<file path="config.mk">
export PLATFORM = sky130hd
export DESIGN_NAME = boot_loader_flat
export DESIGN_NICKNAME = d
export VERILOG_FILES = /design/src/rtl/boot_loader_pkg.sv /design/src/rtl/boot_loader_if.sv /design/src/rtl/boot_timeout.sv /design/src/rtl/boot_loader.sv /design/src/flat_wrapper.sv
export SDC_FILE = /design/constraint.sdc
export NUM_CORES = 1
export LEC_CHECK = 0
export CAP_MARGIN = 5
export CELL_PAD_IN_SITES_DETAIL_PLACEMENT = 2
export CELL_PAD_IN_SITES_GLOBAL_PLACEMENT = 2
export CORE_UTILIZATION = 30
export DETAILED_ROUTE_END_ITERATION = 16
export GPL_ROUTABILITY_DRIVEN = 0
export GPL_TIMING_DRIVEN = 1
export PLACE_DENSITY = 0.79
export SYNTH_ARGS = -nofsm -noshare
export SYNTH_HDL_FRONTEND = slang
export SYNTH_SLANG_ARGS = --single-unit
</file>
<file path="constraint.sdc">
create_clock -name clock -period 4.7 [get_ports clock]
set_input_delay 0.705 -clock clock [delete_from_list [all_inputs] [get_ports clock]]
set_output_delay 0.705 -clock clock [all_outputs]
set_load 0.005 [all_outputs]
</file>
<file path="src/rtl/boot_loader_pkg.sv">
// Shared definitions for the boot loader: FSM state encoding, default limits
// and the checksum accumulate helper.
package boot_loader_pkg;

   typedef enum logic [2:0] {
      ST_IDLE   = 3'd0,
      ST_HEADER = 3'd1,
      ST_LOAD   = 3'd2,
      ST_CHECK  = 3'd3,
      ST_DONE   = 3'd4,
      ST_ERROR  = 3'd5
   } boot_state_e;

   localparam logic [31:0] DEF_ADDR_BASE = 32'h0000_0000;
   localparam int unsigned DEF_MAX_WORDS = 32'd256;
   localparam int unsigned DEF_TIMEOUT   = 32'd1023;

   // Checksum is a plain 32-bit sum that wraps modulo 2^32.
   function automatic logic [31:0] csum_add(input logic [31:0] acc, input logic [31:0] word);
      return acc + word;
   endfunction

   function automatic logic is_active(input boot_state_e s);
      return (s == ST_HEADER) || (s == ST_LOAD) || (s == ST_CHECK);
   endfunction

endpackage

</file>
<file path="src/rtl/boot_loader_if.sv">
// Stream input handshake plus instruction-memory write bus of the boot loader.
interface boot_loader_if;

   logic        in_valid;
   logic [31:0] in_data;
   logic        in_ready;
   logic [31:0] mem_address;
   logic [31:0] mem_data;
   logic        mem_we;

   modport slave (
      input  in_valid,
      input  in_data,
      output in_ready,
      output mem_address,
      output mem_data,
      output mem_we
   );

   modport master (
      output in_valid,
      output in_data,
      input  in_ready,
      input  mem_address,
      input  mem_data,
      input  mem_we
   );

endinterface

</file>
<file path="src/rtl/boot_timeout.sv">
// Inter-word idle counter: cleared on a transfer, counts idle cycles while a
// load is active, and flags expiry on the TIMEOUT-th consecutive idle cycle.
module boot_timeout
   import boot_loader_pkg::*;
#(
   parameter int unsigned TIMEOUT = DEF_TIMEOUT
) (
   input  logic clock,
   input  logic reset,
   input  logic clear,
   input  logic count,
   output logic expired
);

   localparam logic [31:0] TIMEOUT_W = 32'(TIMEOUT);

   logic [31:0] count_q;
   logic [31:0] count_d;

   // Next count and expiry decode; clear has priority over counting.
   always_comb begin
      count_d = count_q;
      expired = 1'b0;
      if (clear) begin
         count_d = 32'd0;
      end else if (count) begin
         if ((count_q + 32'd1) >= TIMEOUT_W) begin
            expired = 1'b1;
            count_d = count_q;
         end else begin
            count_d = count_q + 32'd1;
         end
      end else begin
         count_d = count_q;
      end
   end

   // Idle-cycle counter register.
   always_ff @(posedge clock) begin
      if (!reset) begin
         count_q <= 32'd0;
      end else begin
         count_q <= count_d;
      end
   end

endmodule

</file>
<file path="src/rtl/boot_loader.sv">
// Streams a length-prefixed, checksummed program into instruction memory and
// holds the core off until the image has been loaded and verified.
module boot_loader
   import boot_loader_pkg::*;
#(
   parameter logic [31:0] ADDR_BASE = DEF_ADDR_BASE,
   parameter int unsigned MAX_WORDS = DEF_MAX_WORDS,
   parameter int unsigned TIMEOUT   = DEF_TIMEOUT
) (
   input  logic          clock,
   input  logic          reset,
   input  logic          start,
   boot_loader_if.slave  bus,
   output logic          on_bios,
   output logic          enable_core,
   output logic          error,
   output logic [31:0]   word_count
);

   localparam logic [31:0] MAX_WORDS_W = 32'(MAX_WORDS);

   boot_state_e state_q, state_d;
   logic [31:0] len_q, len_d;
   logic [31:0] acc_q, acc_d;
   logic [31:0] word_count_q, word_count_d;
   logic [31:0] mem_address_q, mem_address_d;
   logic [31:0] mem_data_q, mem_data_d;
   logic        mem_we_q, mem_we_d;
   logic        in_ready_q, in_ready_d;
   logic        on_bios_q, on_bios_d;
   logic        enable_core_q, enable_core_d;
   logic        error_q, error_d;

   logic        xfer_s;
   logic        tmo_clear_s;
   logic        tmo_count_s;
   logic        tmo_expired_s;

   assign xfer_s = bus.in_valid && in_ready_q;

   boot_timeout #(
      .TIMEOUT (TIMEOUT)
   ) u_timeout (
      .clock   (clock),
      .reset   (reset),
      .clear   (tmo_clear_s),
      .count   (tmo_count_s),
      .expired (tmo_expired_s)
   );

   // Next-state, datapath and registered-output decode.
   always_comb begin
      state_d       = state_q;
      len_d         = len_q;
      acc_d         = acc_q;
      word_count_d  = word_count_q;
      mem_address_d = mem_address_q;
      mem_data_d    = mem_data_q;
      mem_we_d      = 1'b0;
      tmo_clear_s   = 1'b0;
      tmo_count_s   = 1'b0;

      case (state_q)
         ST_IDLE, ST_DONE, ST_ERROR: begin
            // in_ready is low here, so a start never races a consumed word.
            tmo_clear_s = 1'b1;
            if (start) begin
               state_d      = ST_HEADER;
               word_count_d = 32'd0;
               acc_d        = 32'd0;
            end else begin
               state_d = state_q;
            end
         end
         ST_HEADER: begin
            tmo_clear_s = xfer_s;
            tmo_count_s = !xfer_s;
            if (xfer_s) begin
               len_d = bus.in_data;
               if (bus.in_data > MAX_WORDS_W) begin
                  state_d = ST_ERROR;
               end else if (bus.in_data == 32'd0) begin
                  state_d = ST_CHECK;
               end else begin
                  state_d = ST_LOAD;
               end
            end else if (tmo_expired_s) begin
               state_d = ST_ERROR;
            end else begin
               state_d = ST_HEADER;
            end
         end
         ST_LOAD: begin
            tmo_clear_s = xfer_s;
            tmo_count_s = !xfer_s;
            if (xfer_s) begin
               mem_we_d      = 1'b1;
               mem_address_d = ADDR_BASE + word_count_q;
               mem_data_d    = bus.in_data;
               acc_d         = csum_add(acc_q, bus.in_data);
               word_count_d  = word_count_q + 32'd1;
               if (word_count_q == (len_q - 32'd1)) begin
                  state_d = ST_CHECK;
               end else begin
                  state_d = ST_LOAD;
               end
            end else if (tmo_expired_s) begin
               state_d = ST_ERROR;
            end else begin
               state_d = ST_LOAD;
            end
         end
         ST_CHECK: begin
            tmo_clear_s = xfer_s;
            tmo_count_s = !xfer_s;
            if (xfer_s) begin
               if (bus.in_data == acc_q) begin
                  state_d = ST_DONE;
               end else begin
                  state_d = ST_ERROR;
               end
            end else if (tmo_expired_s) begin
               state_d = ST_ERROR;
            end else begin
               state_d = ST_CHECK;
            end
         end
         default: begin
            state_d = ST_ERROR;
         end
      endcase

      in_ready_d    = is_active(state_d);
      on_bios_d     = is_active(state_d);
      enable_core_d = (state_d == ST_DONE);
      error_d       = (state_d == ST_ERROR);
   end

   // State, datapath and output registers with synchronous active-low reset.
   always_ff @(posedge clock) begin
      if (!reset) begin
         state_q       <= ST_IDLE;
         len_q         <= 32'd0;
         acc_q         <= 32'd0;
         word_count_q  <= 32'd0;
         mem_address_q <= 32'd0;
         mem_data_q    <= 32'd0;
         mem_we_q      <= 1'b0;
         in_ready_q    <= 1'b0;
         on_bios_q     <= 1'b0;
         enable_core_q <= 1'b0;
         error_q       <= 1'b0;
      end else begin
         state_q       <= state_d;
         len_q         <= len_d;
         acc_q         <= acc_d;
         word_count_q  <= word_count_d;
         mem_address_q <= mem_address_d;
         mem_data_q    <= mem_data_d;
         mem_we_q      <= mem_we_d;
         in_ready_q    <= in_ready_d;
         on_bios_q     <= on_bios_d;
         enable_core_q <= enable_core_d;
         error_q       <= error_d;
      end
   end

   assign bus.in_ready    = in_ready_q;
   assign bus.mem_address = mem_address_q;
   assign bus.mem_data    = mem_data_q;
   assign bus.mem_we      = mem_we_q;
   assign on_bios         = on_bios_q;
   assign enable_core     = enable_core_q;
   assign error           = error_q;
   assign word_count      = word_count_q;

endmodule
</file>
<file path="src/flat_wrapper.sv">
// flat-port wrapper written by rule: the top's interface ports become plain ports
module boot_loader_flat import boot_loader_pkg::*;
#(
   parameter logic [31:0] ADDR_BASE = DEF_ADDR_BASE,
   parameter int unsigned MAX_WORDS = DEF_MAX_WORDS,
   parameter int unsigned TIMEOUT   = DEF_TIMEOUT
)
  (clock, reset, start, on_bios, enable_core, error, word_count, bus_in_valid, bus_in_data, bus_in_ready, bus_mem_address, bus_mem_data, bus_mem_we);
  boot_loader_if bus_i ();
  input  logic clock;
  input  logic reset;
  input  logic start;
  output logic on_bios;
  output logic enable_core;
  output logic error;
  output logic [31:0] word_count;
  input wire logic [$bits(bus_i.in_valid)-1:0] bus_in_valid;
  input wire logic [$bits(bus_i.in_data)-1:0] bus_in_data;
  output wire logic [$bits(bus_i.in_ready)-1:0] bus_in_ready;
  output wire logic [$bits(bus_i.mem_address)-1:0] bus_mem_address;
  output wire logic [$bits(bus_i.mem_data)-1:0] bus_mem_data;
  output wire logic [$bits(bus_i.mem_we)-1:0] bus_mem_we;
  assign bus_i.in_valid = bus_in_valid;
  assign bus_i.in_data = bus_in_data;
  assign bus_in_ready = bus_i.in_ready;
  assign bus_mem_address = bus_i.mem_address;
  assign bus_mem_data = bus_i.mem_data;
  assign bus_mem_we = bus_i.mem_we;
  boot_loader #(.ADDR_BASE(ADDR_BASE), .MAX_WORDS(MAX_WORDS), .TIMEOUT(TIMEOUT)) u_core (.clock(clock), .reset(reset), .start(start), .bus(bus_i), .on_bios(on_bios), .enable_core(enable_core), .error(error), .word_count(word_count));
endmodule
</file>
==> run summary, run 1 <==
total die area: 36600 µm²
# DRC: 0
hold depth: 2
M2 GR Usage: 0.367
Setup Viol. Count Final: 0
area grow syn2layout: 21.2%
commonest non-fill, non-tap cell in the layout: nand2_1
core area: 34900 µm²
FF+latch count, synth: 199
top cell type's share of synthesized area: 0.371
sw frac: 0.276
crit-path max FO: 4
Max Cap Viol: 0
number of diodes: 0
leading area contributor after synthesis: dfxtp_1
I/O Pins: 137
Num CTS Buffers: 17
Seq/Total Area, Yosys: 0.371
Final Cycle Share: 0.797
library cells used by synthesis: 81
status: finished, final reports clean
fin crit period: 3750 ps
Max-slew headroom: 0.284
clk slew on worst S/H paths: 80 ps
synthesized area per cell: 7.89 µm²
Final Max Tran Viols: 0
Synth area leaders: dfxtp_1 37%, nand2_1 9.0%, a21oi_1 6.4%
Critical R2R Capture: u_core.bus.in_ready$_SDFF_PN0_
placed cell area: 12400 µm²
PortBufs: 136
Setup Skew: 10.8 ps
CTS Buffer Depth: 2
Synth Instances: 1362
DRT Pass-1 Iters: 5
crit-path most repeated cell: o211ai_1
Global Route met3 Usage: 0.0303
Final Cell Area: 13000 µm²
Wirelength per Cell: 20.0 µm
peak supply drop: 0.224 mV
combinational share of power: 0.106
share of cells above drive strength 1: 0.0539
P_int: 0.00262 W
Starting Density: 0.308
Switch Pwr: 0.000997 W
worst slack, placed: 526 ps
placed wire-length estimate: 27900 µm
CP Launch Type: input port
reg2reg start: u_core.len_q[0]$_SDFFE_PN0P_
Fin Setup TNS: 0 ps
DR iter-0 viols: 422
Final Core Density: 0.374
f_max: 267 MHz
Setup Buffers After CTS: 0
Synth Net Count: 1434
Worst Hold Class: flop to flop
final non-filler cell total: 1920
Vias/cell: 5.42
ys flop type: dfxtp_1
Pleak: 4.62 nW
Syn. warnings: 0
Worst-Skew Late Latency: 460 ps
CTS resizes: 0
Die Wd: 191 µm
worst slew pin tran: 1070 ps
ys async rst share: 0
Worst path slowest cell: clkdlybuf4s50_1
worst path arrival time: 4100 ps
clk sink count: 199
Flop pwr share: 0.473
Worst Path Required: 5050 ps
EDFF count, synth: 0
first-pass GRT wire length: 61300 µm
largest net degree at the start of global routing: 68
Final nets: 1524
crit-path cells: clkdlybuf4s50_1 -> ha_1 -> fa_1 -> a21oi_1 -> o211ai_1 -> a221oi_1 -> o21ai_0 -> o211ai_1 -> a21boi_0 -> or3_1 -> a32o_1
clock power share: 0.421
antenna viol nets, final: 0
met1 track demand over resource: 0.279
Worst setup EP type: flop
TritonCTS clock tree: yes
worst-case reg-to-reg path depth: 10
Mapped Area: 10700 µm²
Routed WL: 38400 µm
CP max stage delay: 550 ps
Pwr Density: 277 nW/µm²
Min-Delay Endpoint: u_core.bus.mem_address[9]$_SDFFE_PN0P_
GR Overflow Total: 0
critical path type: input port to flop
overall die height: 191 µm
R2R Setup Slk: 970 ps
RSZ-0062 raised after global routing: false
Inst Count DP: 1888
routed via count: 10400
Final WS setup: 954 ps
vias in the first global route: 10948
gr usage total: 0.216
commonest non-fill, non-tap cells in the layout: 258 x nand2_1, 199 x dfxtp_1, 138 x a21oi_1
# hold bufs at CTS: 0
Row Count: 68
initial antenna violation count: 1
CTS root buf: clkbuf_16
Top Usage Layer GRT: met2
Final Hold Viols: 0
hold wc startpoint: u_core.bus.mem_address[9]$_SDFFE_PN0P_
H-tree depth: 4
-- Yosys cell counts, types with 5 or more instances --
cell        n
nand2_1   259
dfxtp_1   199
a21oi_1   138
nor2_1     99
clkbuf_1   61
xnor2_1    59
o21ai_0    39
xor2_1     39
ha_1       35
nand3_1    34
and3_1     32
nand4_1    29
nor4_1     25
inv_1      23
nor3_1     23
or3_1      22
a22oi_1    21
a21o_1     19
o31ai_1    12
a211oi_1   11
and2_1     10
and4_1      9
nand2b_1    8
o211ai_1    8
or4_1       8
a31oi_1     7
buf_1       7
nor2b_1     7
o21a_1      7
a21boi_0    6
mux2i_1     6
or2_2       6
a211o_1     5
buf_6       5
-- sequential cells by signal (all words and copies together) (netlist names) --
signal / flops
u_core.acc_q: 32
u_core.bus.mem_address: 32
u_core.bus.mem_data: 32
u_core.len_q: 32
u_core.u_timeout.count_q: 32
u_core.word_count: 32
u_core.state_q: 3
u_core.bus.in_ready: 1
u_core.bus.mem_we: 1
u_core.enable_core: 1
u_core.error: 1
-- worst max path at each step --
stage                                             from                              to  slack [ps]  cells past startpoint
after floorplan                         bus_in_data[2]   u_core.acc_q[25]$_SDFFE_PN0P_        1520                      9
after global placement                  bus_in_data[0]   u_core.acc_q[28]$_SDFFE_PN0P_         600                     11
after detailed placement                bus_in_data[0]   u_core.acc_q[28]$_SDFFE_PN0P_         530                     11
after CTS                               bus_in_data[0]   u_core.acc_q[28]$_SDFFE_PN0P_         910                     11
after global routing      u_core.len_q[0]$_SDFFE_PN0P_  u_core.bus.in_ready$_SDFF_PN0_         720                     10
final                                   bus_in_data[0]   u_core.acc_q[28]$_SDFFE_PN0P_         950                     11
-- worst max-delay path: cells and delay by family --
kind	cells	cell delay [ps]
AO/OA/AOI/OAI	7	1730
adder cells (fa/ha/maj)	2	730
buffers and inverters	1	550
AND/OR/NAND/NOR	1	380
-- cell families after synthesis --
| group | share of synthesized area |
|---|---|
| and+or+nand+nor | 0.272 |
| buffers and inverters | 0.0421 |
| xor gates and xnor gates | 0.0799 |
| AOI/OAI and AO/OA | 0.187 |
| muxes | 0.00559 |
| adders and majority gates | 0.0426 |
| DFF | 0.371 |
-- per-layer routing --
metal,wire length [µm],up-vias
li1,-,5004
met1,17800,5188
met2,18700,166
met3,1050,40
met4,799,2
met5,17,-
-- final cells by class --
type | instances | area, µm²
clock buffer | 19 | 453
clock inverter | 13 | 134
fill | 3997 | 21900
inverter | 24 | 92.6
multi-input combinational | 1059 | 6330
sequential | 199 | 3980
tap | 455 | 569
timing repair buffer | 151 | 1470
-- power by group through the flow --
stage	registers, W	clock network, W	logic (W)
after global routing	0.00171	0.00162	0.000418
after floorplan	0.00174	0	0.000252
after detailed placement	0.00175	0	0.000384
after global placement	0.00175	0	0.000372
after CTS	0.00171	0.00156	0.000388
final	0.00171	0.00152	0.000383
-- through the flow --
step                hold WS (ps)  total power [W]
floorplan                    429          0.00199
global placement             441          0.00212
detailed placement           450          0.00213
CTS                          462          0.00366
global route                 475          0.00376
finish                       461          0.00362
(Power assumes the default switching activity.)
==> inputs of run 2 (changes only) <==
--- a/config.mk
+++ b/config.mk
@@ -12,7 +12,7 @@
 export DETAILED_ROUTE_END_ITERATION = 16
 export GPL_ROUTABILITY_DRIVEN = 0
 export GPL_TIMING_DRIVEN = 1
-export PLACE_DENSITY = 0.79
+export PLACE_DENSITY = 0.82
 export SYNTH_ARGS = -nofsm -noshare
 export SYNTH_HDL_FRONTEND = slang
 export SYNTH_SLANG_ARGS = --single-unit
==> constraint.sdc (replaced) <==
create_clock -name clock -period 3.1 [get_ports clock]
set_input_delay 0.465 -clock clock [delete_from_list [all_inputs] [get_ports clock]]
set_output_delay 0.465 -clock clock [all_outputs]
set_load 0.005 [all_outputs]
==> run summary, run 2 (synthesized netlist as in run 1, its figures left out) <==
status: finished, violations left
failing checks: negative setup slack
Worst Hold Class: flop to flop
hold depth: 2 (unchanged)
worst slew pin tran: 1010 ps (-63.5 ps)
worst path arrival time: 3610 ps (-490 ps)
met3 wire len: 1200 µm (+15%)
max layer used: met4
PortBufs: 136 (unchanged)
Worst path slowest cell: or4_4
Worst setup EP type: flop
Vias/cell: 5.48 (+1.2%)
worst-case reg-to-reg path depth: 11 (+1)
# DRC: 0 (unchanged)
number of diodes: 0 (unchanged)
routed via count: 11345 (+9.1%)
clk slew on worst S/H paths: 80 ps (about the same)
Num CTS Buffers: 17 (unchanged)
Inst Count DP: 2022 (+7.1%)
Pleak: 5.42 nW (+17%)
f_max: 310 MHz
vias in the first global route: 12096 (+10%)
Worst Path Required: 3490 ps (-1560 ps)
Pwr Density: 397 nW/µm² (+43%)
# fillers: 3989 (-0.20%)
crit-path max FO: 4 (unchanged)
commonest non-fill, non-tap cells in the layout: 258 x nand2_1, 196 x dfxtp_1, 160 x buf_4
Final nets: 1674 (+9.8%)
hold wc startpoint: u_core.bus.mem_address[10]$_SDFFE_PN0P_
metal2 WL: 22000 µm (+18%)
Row Count: 68 (unchanged)
clk sink count: 199 (unchanged)
worst slack, placed: -829 ps (-1350 ps)
Worst-Skew Late Latency: 470 ps (about the same)
commonest non-fill, non-tap cell in the layout: nand2_1
I/O Pins: 137 (unchanged)
Met1 Wirelength: 19500 µm (+9.2%)
critical path type: flop to flop
Setup Skew: 13.2 ps (+2.38 ps)
Die Wd: 191 µm (unchanged)
R2R Setup Slk: -120 ps (-1090 ps)
Setup Viol. Count Final: 4 (+4)
Final Cell Area: 14400 µm² (+10%)
reg2reg start: u_core.len_q[1]$_SDFFE_PN0P_
Wirelength per Cell: 21.3 µm (+6.3%)
total die area: 36600 µm² (unchanged)
area grow syn2layout: 33.8%
DRT Pass-1 Iters: 5 (unchanged)
Fin Setup TNS: -281 ps (-281 ps)
first-pass GRT wire length: 66400 µm (+8.3%)
DR iter-0 viols: 501 (+19%)
initial antenna violation count: 0 (-1)
largest net degree at the start of global routing: 104 (+53%)
Min-Delay Endpoint: u_core.bus.mem_address[10]$_SDFFE_PN0P_
placed cell area: 13500 µm² (+8.3%)
Routed WL: 44000 µm (+15%)
final non-filler cell total: 2070 (+7.8%)
RSZ-0062 raised after global routing: true
CTS Buffer Depth: 2 (unchanged)
antenna viol nets, final: 0 (unchanged)
Final Core Density: 0.412 (+0.0386)
Final Hold Viols: 0 (unchanged)
CP Launch Type: flop
# hold bufs at CTS: 0 (unchanged)
overall die height: 191 µm (unchanged)
Final Cycle Share: 1.04
peak supply drop: 0.416 mV (+86%)
Critical R2R Capture: u_core.bus.in_ready$_SDFF_PN0_
placed wire-length estimate: 31000 µm (+11%)
TritonCTS clock tree: yes
Starting Density: 0.308 (unchanged)
Final Max Tran Viols: 0 (unchanged)
crit-path cells: inv_2 -> ha_4 -> or4b_4 -> nor3_4 -> buf_4 -> mux2i_1 -> nand3_1 -> a2111oi_2 -> nand4_1 -> or4_4 -> a311oi_2
CTS root buf: clkbuf_16
CP max stage delay: 520 ps (-30 ps)
H-tree depth: 4 (unchanged)
gr usage total: 0.232 (+0.0156)
share of cells above drive strength 1: 0.163 (+0.109)
GR Overflow Total: 0 (unchanged)
Max-slew headroom: 0.326 (+0.0416)
core area: 34900 µm² (unchanged)
Max Cap Viol: 0 (unchanged)
Final WS setup: -123 ps (-1080 ps)
fin crit period: 3220 ps
## run 2: through the flow
step           power [W]  hold WS (ps)
4_1_cts          0.00567           459
3_5_place_dp     0.00334           448
3_3_place_gp     0.00331           441
6_report         0.00571           458
5_1_grt          0.00591           473
2_1_floorplan    0.00302           429
## run 2: area by class of cell
cell class / count / area, µm² / share of cell area
Inverter: 24 / 92.6 / 0.00644
Multi-Input combinational cell: 1059 / 6510 / 0.453
Clock inverter: 13 / 136 / 0.00949
Tap cell: 455 / 569 / 0.0396
Timing Repair Buffer: 301 / 2640 / 0.183
Clock buffer: 19 / 443 / 0.0308
Sequential cell: 199 / 3990 / 0.277
## run 2: repair_timing
action                     in CTS  in global routing
setup buffers                   2                 14
gates resized for setup        19                 34
pin swaps                       4                 21
setup endpoints to repair      16                 17
## run 2: critical path, delay by kind of cell, from the launching register on
kind / cells / cell delay, ps
DFF: 1 / 330
and+or+nand+nor: 5 / 1670
muxes: 1 / 220
AOI/OAI and AO/OA: 2 / 560
adders and majority gates: 1 / 130
buffers and inverters: 2 / 240
## run 2: where the power goes
group | switching, W | internal, W | leakage [nW]
combinational | 0.000450 | 0.000357 | 3.52
sequential | 0.0000159 | 0.00257 | 1.61
clock | 0.00116 | 0.00116 | 0.287
## run 2: metal layers
metal,track usage,up-vias
li1,-,5311
met4,0.0900,0
met1,0.283,5740
met3,0.0356,79
met2,0.405,215
met5,0,-
## run 2: worst max path at each step
stage,to,slack [ps],startpoint,cells after the start
2_1_floorplan,u_core.enable_core$_SDFF_PN0_,20,u_core.len_q[0]$_SDFFE_PN0P_,12
3_3_place_gp,u_core.acc_q[24]$_SDFFE_PN0P_,-660,bus_in_data[0],11
3_5_place_dp,u_core.acc_q[24]$_SDFFE_PN0P_,-830,bus_in_data[0],11
4_1_cts,u_core.bus.in_ready$_SDFF_PN0_,7,u_core.len_q[1]$_SDFFE_PN0P_,10
5_1_grt,u_core.bus.in_ready$_SDFF_PN0_,-180,u_core.len_q[1]$_SDFFE_PN0P_,12
6_report,u_core.bus.in_ready$_SDFF_PN0_,-120,u_core.len_q[1]$_SDFFE_PN0P_,11
